$ cat src/rtl/fifo_pkg.sv
// fifo_pkg: shared definitions for the FIFO read-side streamer.
//   DATA_W_DEF / BUF_DEPTH_DEF : default data width and skid buffer depth
//   rd_state_e                 : streamer control states
//   fifo_data_t                : one FIFO word at the default width
//   sat_inc32()                : saturating 32-bit increment for statistics
package fifo_pkg;

  localparam int DATA_W_DEF    = 128;
  localparam int BUF_DEPTH_DEF = 2;

  typedef enum logic [1:0] {
    IDLE  = 2'd0,
    RUN   = 2'd1,
    FLUSH = 2'd2
  } rd_state_e;

  typedef logic [DATA_W_DEF-1:0] fifo_data_t;

  // Counter increment that sticks at all-ones instead of wrapping.
  function automatic logic [31:0] sat_inc32(input logic [31:0] v);
    return (v == 32'hFFFF_FFFF) ? v : (v + 32'd1);
  endfunction

endpackage

$ cat src/rtl/fifo_skid_buf.sv
// fifo_skid_buf: DEPTH-entry register buffer behind the FIFO read port.
//   clk, rstn        : clock, asynchronous active-low reset
//   clear            : drop all held entries (pointers and count to zero)
//   push, push_data  : write one entry at the tail
//   pop              : retire the head entry
//   head_data        : head entry, read straight out of register storage
//   occ              : number of entries held (0..DEPTH)
// A simultaneous push and pop advances both pointers and keeps occ unchanged.
module fifo_skid_buf
  import fifo_pkg::*;
#(
  parameter int DATA_W = DATA_W_DEF,
  parameter int DEPTH  = BUF_DEPTH_DEF
) (
  input  logic                     clk,
  input  logic                     rstn,
  input  logic                     clear,
  input  logic                     push,
  input  logic [DATA_W-1:0]        push_data,
  input  logic                     pop,
  output logic [DATA_W-1:0]        head_data,
  output logic [$clog2(DEPTH):0]   occ
);

  localparam int PTR_W = $clog2(DEPTH);
  localparam int OCC_W = PTR_W + 1;

  logic [DATA_W-1:0] mem [DEPTH];
  logic [PTR_W-1:0]  wr_ptr;
  logic [PTR_W-1:0]  rd_ptr;
  logic [OCC_W-1:0]  count;
  logic              do_push;
  logic              do_pop;

  // A full buffer still accepts a push when the head leaves on the same edge.
  assign do_pop  = pop && (count != {OCC_W{1'b0}});
  assign do_push = push && ((count != OCC_W'(DEPTH)) || do_pop);

  // Pointer and occupancy bookkeeping; pointers wrap because DEPTH is a power of 2.
  always_ff @(posedge clk or negedge rstn) begin
    if (!rstn) begin
      wr_ptr <= {PTR_W{1'b0}};
      rd_ptr <= {PTR_W{1'b0}};
      count  <= {OCC_W{1'b0}};
    end else if (clear) begin
      wr_ptr <= {PTR_W{1'b0}};
      rd_ptr <= {PTR_W{1'b0}};
      count  <= {OCC_W{1'b0}};
    end else begin
      if (do_push) wr_ptr <= wr_ptr + PTR_W'(1);
      if (do_pop)  rd_ptr <= rd_ptr + PTR_W'(1);
      case ({do_push, do_pop})
        2'b10:   count <= count + OCC_W'(1);
        2'b01:   count <= count - OCC_W'(1);
        default: count <= count;
      endcase
    end
  end

  // Entry storage; cleared on reset so nothing stale can reach m_data afterwards.
  always_ff @(posedge clk or negedge rstn) begin
    if (!rstn) begin
      for (int i = 0; i < DEPTH; i++) mem[i] <= {DATA_W{1'b0}};
    end else if (do_push && !clear) begin
      mem[wr_ptr] <= push_data;
    end
  end

  assign head_data = mem[rd_ptr];
  assign occ       = count;

endmodule

$ cat src/rtl/fifo_rd_streamer.sv
// fifo_rd_streamer: drains a synchronous FIFO (1-cycle read latency) into a
// valid/ready stream at full throughput, with a flush mode.
//   clk, rstn                 : clock, asynchronous active-low reset
//   fifo_rden/empty/rddata    : FIFO read port
//   i_en                      : enable draining
//   i_flush                   : single-cycle flush request (beats i_en)
//   m_valid/m_data/m_ready    : output stream; m_valid depends on registers only
//   o_busy                    : not idle, or data held / read in flight
//   o_flush_done              : one-cycle pulse when a flush completes
//   o_occ                     : skid buffer entries held
// Optional macro FIFO_RD_STATS_EN adds o_beat_cnt / o_stall_cnt (saturating,
// cleared by reset and by i_flush).
module fifo_rd_streamer
  import fifo_pkg::*;
#(
  parameter int DATA_W    = DATA_W_DEF,
  parameter int BUF_DEPTH = BUF_DEPTH_DEF,
  parameter int RD_LAT    = 1
) (
  input  logic                        clk,
  input  logic                        rstn,
  output logic                        fifo_rden,
  input  logic                        fifo_empty,
  input  logic [DATA_W-1:0]           fifo_rddata,
  input  logic                        i_en,
  input  logic                        i_flush,
  output logic                        m_valid,
  output logic [DATA_W-1:0]           m_data,
  input  logic                        m_ready,
  output logic                        o_busy,
  output logic                        o_flush_done,
  output logic [$clog2(BUF_DEPTH):0]  o_occ
`ifdef FIFO_RD_STATS_EN
  ,
  output logic [31:0]                 o_beat_cnt,
  output logic [31:0]                 o_stall_cnt
`endif
);

  localparam int OCC_W = $clog2(BUF_DEPTH) + 1;
  localparam int INF_W = $clog2(RD_LAT + 1);
  localparam logic [OCC_W:0] DEPTH_V = (OCC_W+1)'(BUF_DEPTH);

  rd_state_e          state;
  rd_state_e          next_state;
  logic [INF_W-1:0]   inflight;
  logic [OCC_W-1:0]   occ;
  logic [OCC_W:0]     demand;
  logic               pop;
  logic               push;
  logic               clear;
  logic               has_room;
  logic               drained;
  logic               flush_done;

  assign m_valid  = (occ != {OCC_W{1'b0}}) && (state != FLUSH);
  assign pop      = m_valid && m_ready;
  // Entries that will be owed space after this edge; pop implies occ>=1 so no underflow.
  assign demand   = (OCC_W+1)'(occ) + (OCC_W+1)'(inflight) - (OCC_W+1)'(pop);
  assign has_room = demand < DEPTH_V;
  assign drained  = fifo_empty && (inflight == {INF_W{1'b0}});
  // Returning data is discarded while flushing.
  assign push     = (inflight != {INF_W{1'b0}}) && (state != FLUSH);
  assign clear    = i_flush && (state != FLUSH);

  fifo_skid_buf #(
    .DATA_W (DATA_W),
    .DEPTH  (BUF_DEPTH)
  ) u_buf (
    .clk       (clk),
    .rstn      (rstn),
    .clear     (clear),
    .push      (push),
    .push_data (fifo_rddata),
    .pop       (pop),
    .head_data (m_data),
    .occ       (occ)
  );

  // Next-state and read-issue decode. IDLE with i_en already issues the first
  // read so the first beat appears two cycles after enable.
  always_comb begin
    next_state = state;
    fifo_rden  = 1'b0;
    case (state)
      IDLE: begin
        if (i_flush) begin
          next_state = FLUSH;
        end else if (i_en) begin
          next_state = RUN;
          fifo_rden  = !fifo_empty && has_room;
        end else begin
          next_state = IDLE;
        end
      end
      RUN: begin
        if (i_flush) begin
          next_state = FLUSH;
        end else if (i_en) begin
          next_state = RUN;
          fifo_rden  = !fifo_empty && has_room;
        end else if (inflight == {INF_W{1'b0}}) begin
          next_state = IDLE;
        end else begin
          next_state = RUN;
        end
      end
      FLUSH: begin
        fifo_rden = !fifo_empty;
        if (drained) begin
          next_state = IDLE;
        end else begin
          next_state = FLUSH;
        end
      end
      default: begin
        next_state = IDLE;
        fifo_rden  = 1'b0;
      end
    endcase
  end

  // State register, in-flight read tracker and flush completion pulse.
  always_ff @(posedge clk or negedge rstn) begin
    if (!rstn) begin
      state      <= IDLE;
      inflight   <= {INF_W{1'b0}};
      flush_done <= 1'b0;
    end else begin
      state      <= next_state;
      inflight   <= fifo_rden ? INF_W'(1) : {INF_W{1'b0}};
      flush_done <= (state == FLUSH) && drained;
    end
  end

  assign o_occ        = occ;
  assign o_flush_done = flush_done;
  assign o_busy       = (state != IDLE) || (occ != {OCC_W{1'b0}}) ||
                        (inflight != {INF_W{1'b0}});

`ifdef FIFO_RD_STATS_EN
  logic [31:0] beat_cnt;
  logic [31:0] stall_cnt;

  // Beat and stall statistics, saturating at all-ones.
  always_ff @(posedge clk or negedge rstn) begin
    if (!rstn) begin
      beat_cnt  <= 32'd0;
      stall_cnt <= 32'd0;
    end else if (i_flush) begin
      beat_cnt  <= 32'd0;
      stall_cnt <= 32'd0;
    end else begin
      if (pop)                 beat_cnt  <= sat_inc32(beat_cnt);
      if (m_valid && !m_ready) stall_cnt <= sat_inc32(stall_cnt);
    end
  end

  assign o_beat_cnt  = beat_cnt;
  assign o_stall_cnt = stall_cnt;
`endif

endmodule
$ cat config.mk
export PLATFORM = sky130hd
export DESIGN_NAME = fifo_rd_streamer
export DESIGN_NICKNAME = d
export VERILOG_FILES = /design/src/rtl/fifo_pkg.sv /design/src/rtl/fifo_skid_buf.sv /design/src/rtl/fifo_rd_streamer.sv
export SDC_FILE = /design/constraint.sdc
export NUM_CORES = 1
export LEC_CHECK = 0
export ABC_AREA = 0
export BUFFER_PORTS_ARGS = -buffer_cell sky130_fd_sc_hd__buf_2
export CAP_MARGIN = 20
export CORE_UTILIZATION = 43
export DETAILED_ROUTE_END_ITERATION = 8
export GPL_TIMING_DRIVEN = 0
export MAX_ROUTING_LAYER = met4
export PLACE_DENSITY_LB_ADDON = 0.15
export SETUP_SLACK_MARGIN = 0.5
export SYNTH_ARGS = -nofsm -noshare
export SYNTH_HDL_FRONTEND = slang
export SYNTH_HIERARCHICAL = 1
export SYNTH_SLANG_ARGS = --single-unit
$ cat constraint.sdc
create_clock -name clk -period 5.1 [get_ports clk]
set_clock_uncertainty 0.15 [all_clocks]
set_input_delay 1.02 -clock clk [delete_from_list [all_inputs] [get_ports clk]]
set_output_delay 1.02 -clock clk [all_outputs]
set_load 0.03 [all_outputs]
Word level (Yosys, flattened, before mapping)
Index checks and enable logic that the tools add are counted.
Storage, ports and cells
  register bits after elaboration: 264
  bits in latches: 0
  memory bits (writable): 0
  bits in read-only memories: 0
  bits of input ports: 134
  output and inout bits: 134
  word-level logic and storage cells: 73
  memories kept: 0
Operators by class
  $add $sub $neg: 6
  multiply operators: 0
  divide/modulo/power cells: 0
  order comparisons: 4
  equal/unequal tests: 6
  shift-type cells: 0
  multiplexer cells: 23
  bitwise gates (word level): 3
  reduce and logical (&&, ||, !) cells: 23
Operator list (number)
  $mux W128: 4
  $bwmux W256: 1
  $demux W128 S1: 1
  $logic_and A1 B1 Y1: 11
  $mux W1: 10
  $mux W2: 4
  $reduce_bool A2 Y1: 4
  $pmux W2 S3: 1
  $eq A2 B1 Y1 const B: 2
  $eq A2 B2 Y1 const B: 2
  $ge A2 B2 Y1 const B: 2
  $ne A2 B2 Y1 const B: 2
  $not A1 Y2: 2
  $pmux W2 S2: 1
  $add A2 B1 Y3: 1
  $logic_or A1 B1 Y1: 3
  $lt A3 B2 Y1 const B: 1
  $reduce_bool A3 Y1: 1
  $sub A3 B1 Y3: 1
  $add A1 B1 Y1 const B: 2
  $add A2 B1 Y2 const B: 1
  $logic_not A1 Y1: 2
  $logic_not A2 Y1: 1
  $lt A2 B1 Y1 const B: 1
  4 further kinds: 4

Depth between registers and ports, before layout
  word-level depth: 10
  mapped depth: 8
  depth with buffers taken out: 8

Cells and area by module
Netlist, hierarchy kept.
By module, submodules not included
  fifo_skid_buf: times used 1, cells each 708, area each 11685.0 µm², seq. area each 6506.2 µm²
  fifo_rd_streamer: times used 1, cells each 25, area each 247.7 µm², seq. area each 100.1 µm²

Least setup slack after synthesis
OpenSTA, ideal clock, no wires.
  kind: input -> output
  from: input m_ready
  to: output fifo_rden
  arrival time: 2873 ps
  required time: 3930 ps
  setup slack: 1057 ps
  stages: 7
  path buffers: 0
  cells stage by stage: and3_2 -> ha_1 -> or2b_1 -> fa_1 -> xnor2_1 -> nand4_1 -> a21oi_1
Between the ends
  cells in the longest elaborated chain, start to end: 7
RTL lines
  start: declaration: RTL line fifo_rd_streamer.sv:29  | input logic m_ready,
  $logic_and A1 B1 Y1: RTL line fifo_rd_streamer.sv:57  | assign pop = m_valid && m_ready;
  $sub A3 B1 Y3: RTL line fifo_rd_streamer.sv:59  | assign demand = (OCC_W+1)'(occ) + (OCC_W+1)'(inflight) - (OCC_W+1)'(pop);
  $lt A3 B2 Y1: RTL line fifo_rd_streamer.sv:60  | assign has_room = demand < DEPTH_V;
  $logic_and A1 B1 Y1: RTL line fifo_rd_streamer.sv:91, fifo_rd_streamer.sv:101
  $mux W1: RTL line fifo_rd_streamer.sv:89, fifo_rd_streamer.sv:99
  $mux W1: RTL line fifo_rd_streamer.sv:97  | if (i_flush) begin
  $pmux W1 S2: RTL line fifo_rd_streamer.sv:85  | case (state)
  end: declaration: RTL line fifo_rd_streamer.sv:22  | output logic fifo_rden,
Every way passes these cells.

Final worst setup path
  from: register u_buf.count[1] (netlist: u_buf/occ[1])
  to: output fifo_rden
Between the ends
  cells in the longest elaborated chain, start to end: 9
  elaborated cells between the ends (all ways): 10
  classes of those cells: add/sub (2); order compare (1); mux (3); reduce/logical (4)
RTL lines
  start: declaration: RTL line fifo_skid_buf.sv:31  | logic [OCC_W-1:0] count;
  start signal: assignment: RTL line fifo_skid_buf.sv:44  | count <= {OCC_W{1'b0}};
  start signal: assignment: RTL line fifo_skid_buf.sv:48  | count <= {OCC_W{1'b0}};
  start signal: assignment: RTL line fifo_skid_buf.sv:53  | 2'b10: count <= count + OCC_W'(1);
  $reduce_bool A2 Y1: RTL line fifo_rd_streamer.sv:56  | assign m_valid = (occ != {OCC_W{1'b0}}) && (state != FLUSH);
  $logic_and A1 B1 Y1: RTL line fifo_rd_streamer.sv:56
  $logic_and A1 B1 Y1: RTL line fifo_rd_streamer.sv:57
  via pop: RTL line fifo_rd_streamer.sv:49  | logic pop;
  $sub A3 B1 Y3: RTL line fifo_rd_streamer.sv:59
  $lt A3 B2 Y1: RTL line fifo_rd_streamer.sv:60
  $logic_and A1 B1 Y1: RTL line fifo_rd_streamer.sv:91, fifo_rd_streamer.sv:101
  $mux W1: RTL line fifo_rd_streamer.sv:89, fifo_rd_streamer.sv:99
  $mux W1: RTL line fifo_rd_streamer.sv:97
  $pmux W1 S2: RTL line fifo_rd_streamer.sv:85
The timed path passes the listed nets, and every way through them passes these cells.

==> metrics.md <==
| Metric | Value |
|---|---|
| Sequential share of the synthesized area | 55.36% |
| Cell with the most instances after synthesis | mux2_2 |
| GP Congestion | 0.7755 |
| Clock Sinks | approximately 260 |
| CP Launch Type | flop |
| Reg clk slew, reported paths | ~0.06 ns |
| Vias in the first global route | around 7500 |
| Power density over cell area | 690.3 nW/µm² |
| Library cells used by synthesis | 34 |
| Cell area after synthesis | 11930 µm² |
| Synth cell count leaders | mux2_2 (275), dfrtp_1 (264), mux2_4 (109), clkbuf_1 (14) |
| R2r setup slk | approximately 2.3 ns |
| Remaining antenna violation count | 0 |
| Static leakage | 0.007059 µW |
| Skew-Pair Late Insertion Delay | 0.55 ns |
| Post-synth top area cell | dfrtp_1 |
| Port Buffer Count | 267 |
| First-pass GRT wire length | 42410 µm |
| Die area | 28420 µm² |
| Max Freq | roughly 230 MHz |
| Post-Synthesis Cells | 733 |
| Hold WC Path Type | in2async |
| Max-cap violation count | 0 |
| Final WL | around 27000 µm |
| Nature of the critical path endpoint | output port |
| Via count | slightly above 7000 |
| EDFF count, synth | 0 |
| Worst Setup Path Type | reg2out |
| Final Hold Viols | 0 |
| Die X | 168.6 µm |
| Fin util | 54.37% |
| CP max FO | 10 |
| Post-DR wirelength/cell | between 15 and 20 µm |
| Row cnt | 60 |
| Least-Margin Pin Slew | 0.8668 ns |
| Tot GR Track Use | 19.75% |
| CTS root buf | clkbuf_16 |
| Setup-failing EPs final | 0 |
| Layout Area Growth over Synthesis | 23.48% |
| CP required | a little under 4 ns |
| Worst EP arrival | ~3.2 ns |
| Syn Nets | 869 |
| DRT Pass-1 Iters | 4 |
| TritonCTS clock tree | yes |
| DRC errors left | 0 |
| Fin Hold WS | 0.2823 ns |
| Hpwl dp | 18510 µm |
| Fraction of registers with async set/reset | between 90% and 100% |
| Top-area cell type share of the netlist area | 55.36% |
| DR vias/cell | 4.927 |
| Tcrit/Tclk final | 85.35% |
| Io pins | 268 |
| Crit path from | u_buf/occ[1] |
| Nets | 1170 |
| Largest net degree at the start of global routing | 118 |
| H-tree lvl count | 1 |
| Yosys Warn Count | 6 |
| Most used flip-flop cell after synthesis | dfrtp_1 |
| Die Ht | 168.6 µm |
| Synthesized area per cell | 16.28 µm² |
| TritonCTS buffer count | 30 |
| Cts repair resizes | 0 |
| DR iter-0 viols | 267 |
| Setup bufs post-CTS | 0 |
| Max rail drop VDD | 0.0003782 V |
| FF+latch count, synth | 264 |
| Core Footprint | between 20000 and 30000 µm² |
| Worst slew margin | between 40% and 50% |
| Clock tree buffer depth | 3 |
| Gr ovfl total | 0 |
| Status | completed |
| Min cycle time layout | 4.353 ns |
| RSZ-0062 raised after global routing | no |
| Post-CTS Hold Fix Bufs | 0 |
| Final total power | 10170 µW |
| Share of layout cells above drive strength 1 | 68.69% |
| Initial antenna violation count | 5 |
| Setup TNS | 0 ns |
| Starting Density | 44.03% |
| Final Max Slew Viols | 0 |
| Synth area leaders | dfrtp_1 (55%), mux2_2 (26%), mux2_4 (14%) |
| RR Startpoint | u_buf/occ[1] |
## stage by stage
step                std cells  instance area (µm²)  worst slack (ns)
finish                   1432                14730            0.7470
global route             1431                14730            0.5398
CTS                      1426                14720            0.7089
detailed placement       1374                13800            0.9988
global placement         1372                13730            -2.280
floorplan                 733                11930             1.057
## worst max-delay path, cell delays in order (launching register included)
cell     delay, ns
dfrtp_1       0.51
or2_1         0.29
and3_2        0.26
ha_1          0.28
or2b_1        0.23
fa_1          0.38
xnor2_1       0.16
nand4_1       0.11
a21oi_1       0.18
buf_2         0.22
## cell type report
cell class / instances / area [µm²]
sequential: 264 / 6606
fill: 2288 / 12370
timing repair buffer: 269 / 1401
multi-input combinational: 422 / 5001
tap: 372 / 465.4
inverter: 4 / 15.01
buffer: 43 / 310.3
antenna: 6 / 15.01
clock inverter: 2 / 12.51
clock buffer: 50 / 907.1
## registers in the layout, summed over array words and instances, names as in the netlist
register      count
u_buf/mem       256
state             2
u_buf/occ         2
inflight          1
o_flush_done      1
u_buf/rd_ptr      1
u_buf/wr_ptr      1
## placed cells by master, fill, tap and decap left out, types with 4 or more instances in the layout
cell / synthesis / final
buf_6: 13 / 13
a21oi_1: 6 / 6
buf_2: 2 / 268
mux2_4: 109 / 109
mux2_2: 275 / 275
clkbuf_1: 14 / 27
inv_1: 4 / 4
clkbuf_16: 0 / 31
clkbuf_8: 0 / 6
dfrtp_1: 264 / 264
buf_4: 13 / 13
diode_2: 0 / 6
## report_power, final
| part | total (µW) | internal, µW | leakage [µW] | switching, µW |
|---|---|---|---|---|
| combinational | 4590 | 2170 | 0.00335 | 2430 |
| sequential | 3560 | 3080 | 0.00327 | 479 |
| clock | 2020 | 1190 | 0.000445 | 824 |
## final timing paths
kind | endpoint | depth (start not counted)
min in group clk | u_buf/mem[115] | 1
hold reg to reg | u_buf/mem[115] | 1
hold / removal | u_buf/mem[246] | 1
setup / recovery | fifo_rden | 9
max in group asynchronous | u_buf/mem[148] | 2
setup reg to reg | u_buf/mem[101] | 7
## cells by family (layout without fill, tap and decap cells)
group / Yosys count / after routing / synth area share [%]
other cells: 0 / 6 / 0
flops: 264 / 264 / 55.36
simple gates: 23 / 23 / 1.248
fa+ha+maj: 2 / 2 / 0.2726
xor+xnor: 3 / 3 / 0.2202
mux: 384 / 384 / 39.67
buf+inv: 47 / 368 / 2.726
compound gates: 10 / 10 / 0.5033
## layer usage
metal	global-route usage, %	wire [µm]
met5	-	0
met4	5.217	509
met3	4.466	1570
met2	30.09	12360
met1	26.65	12630
Power figures use the tool's default switching activity.
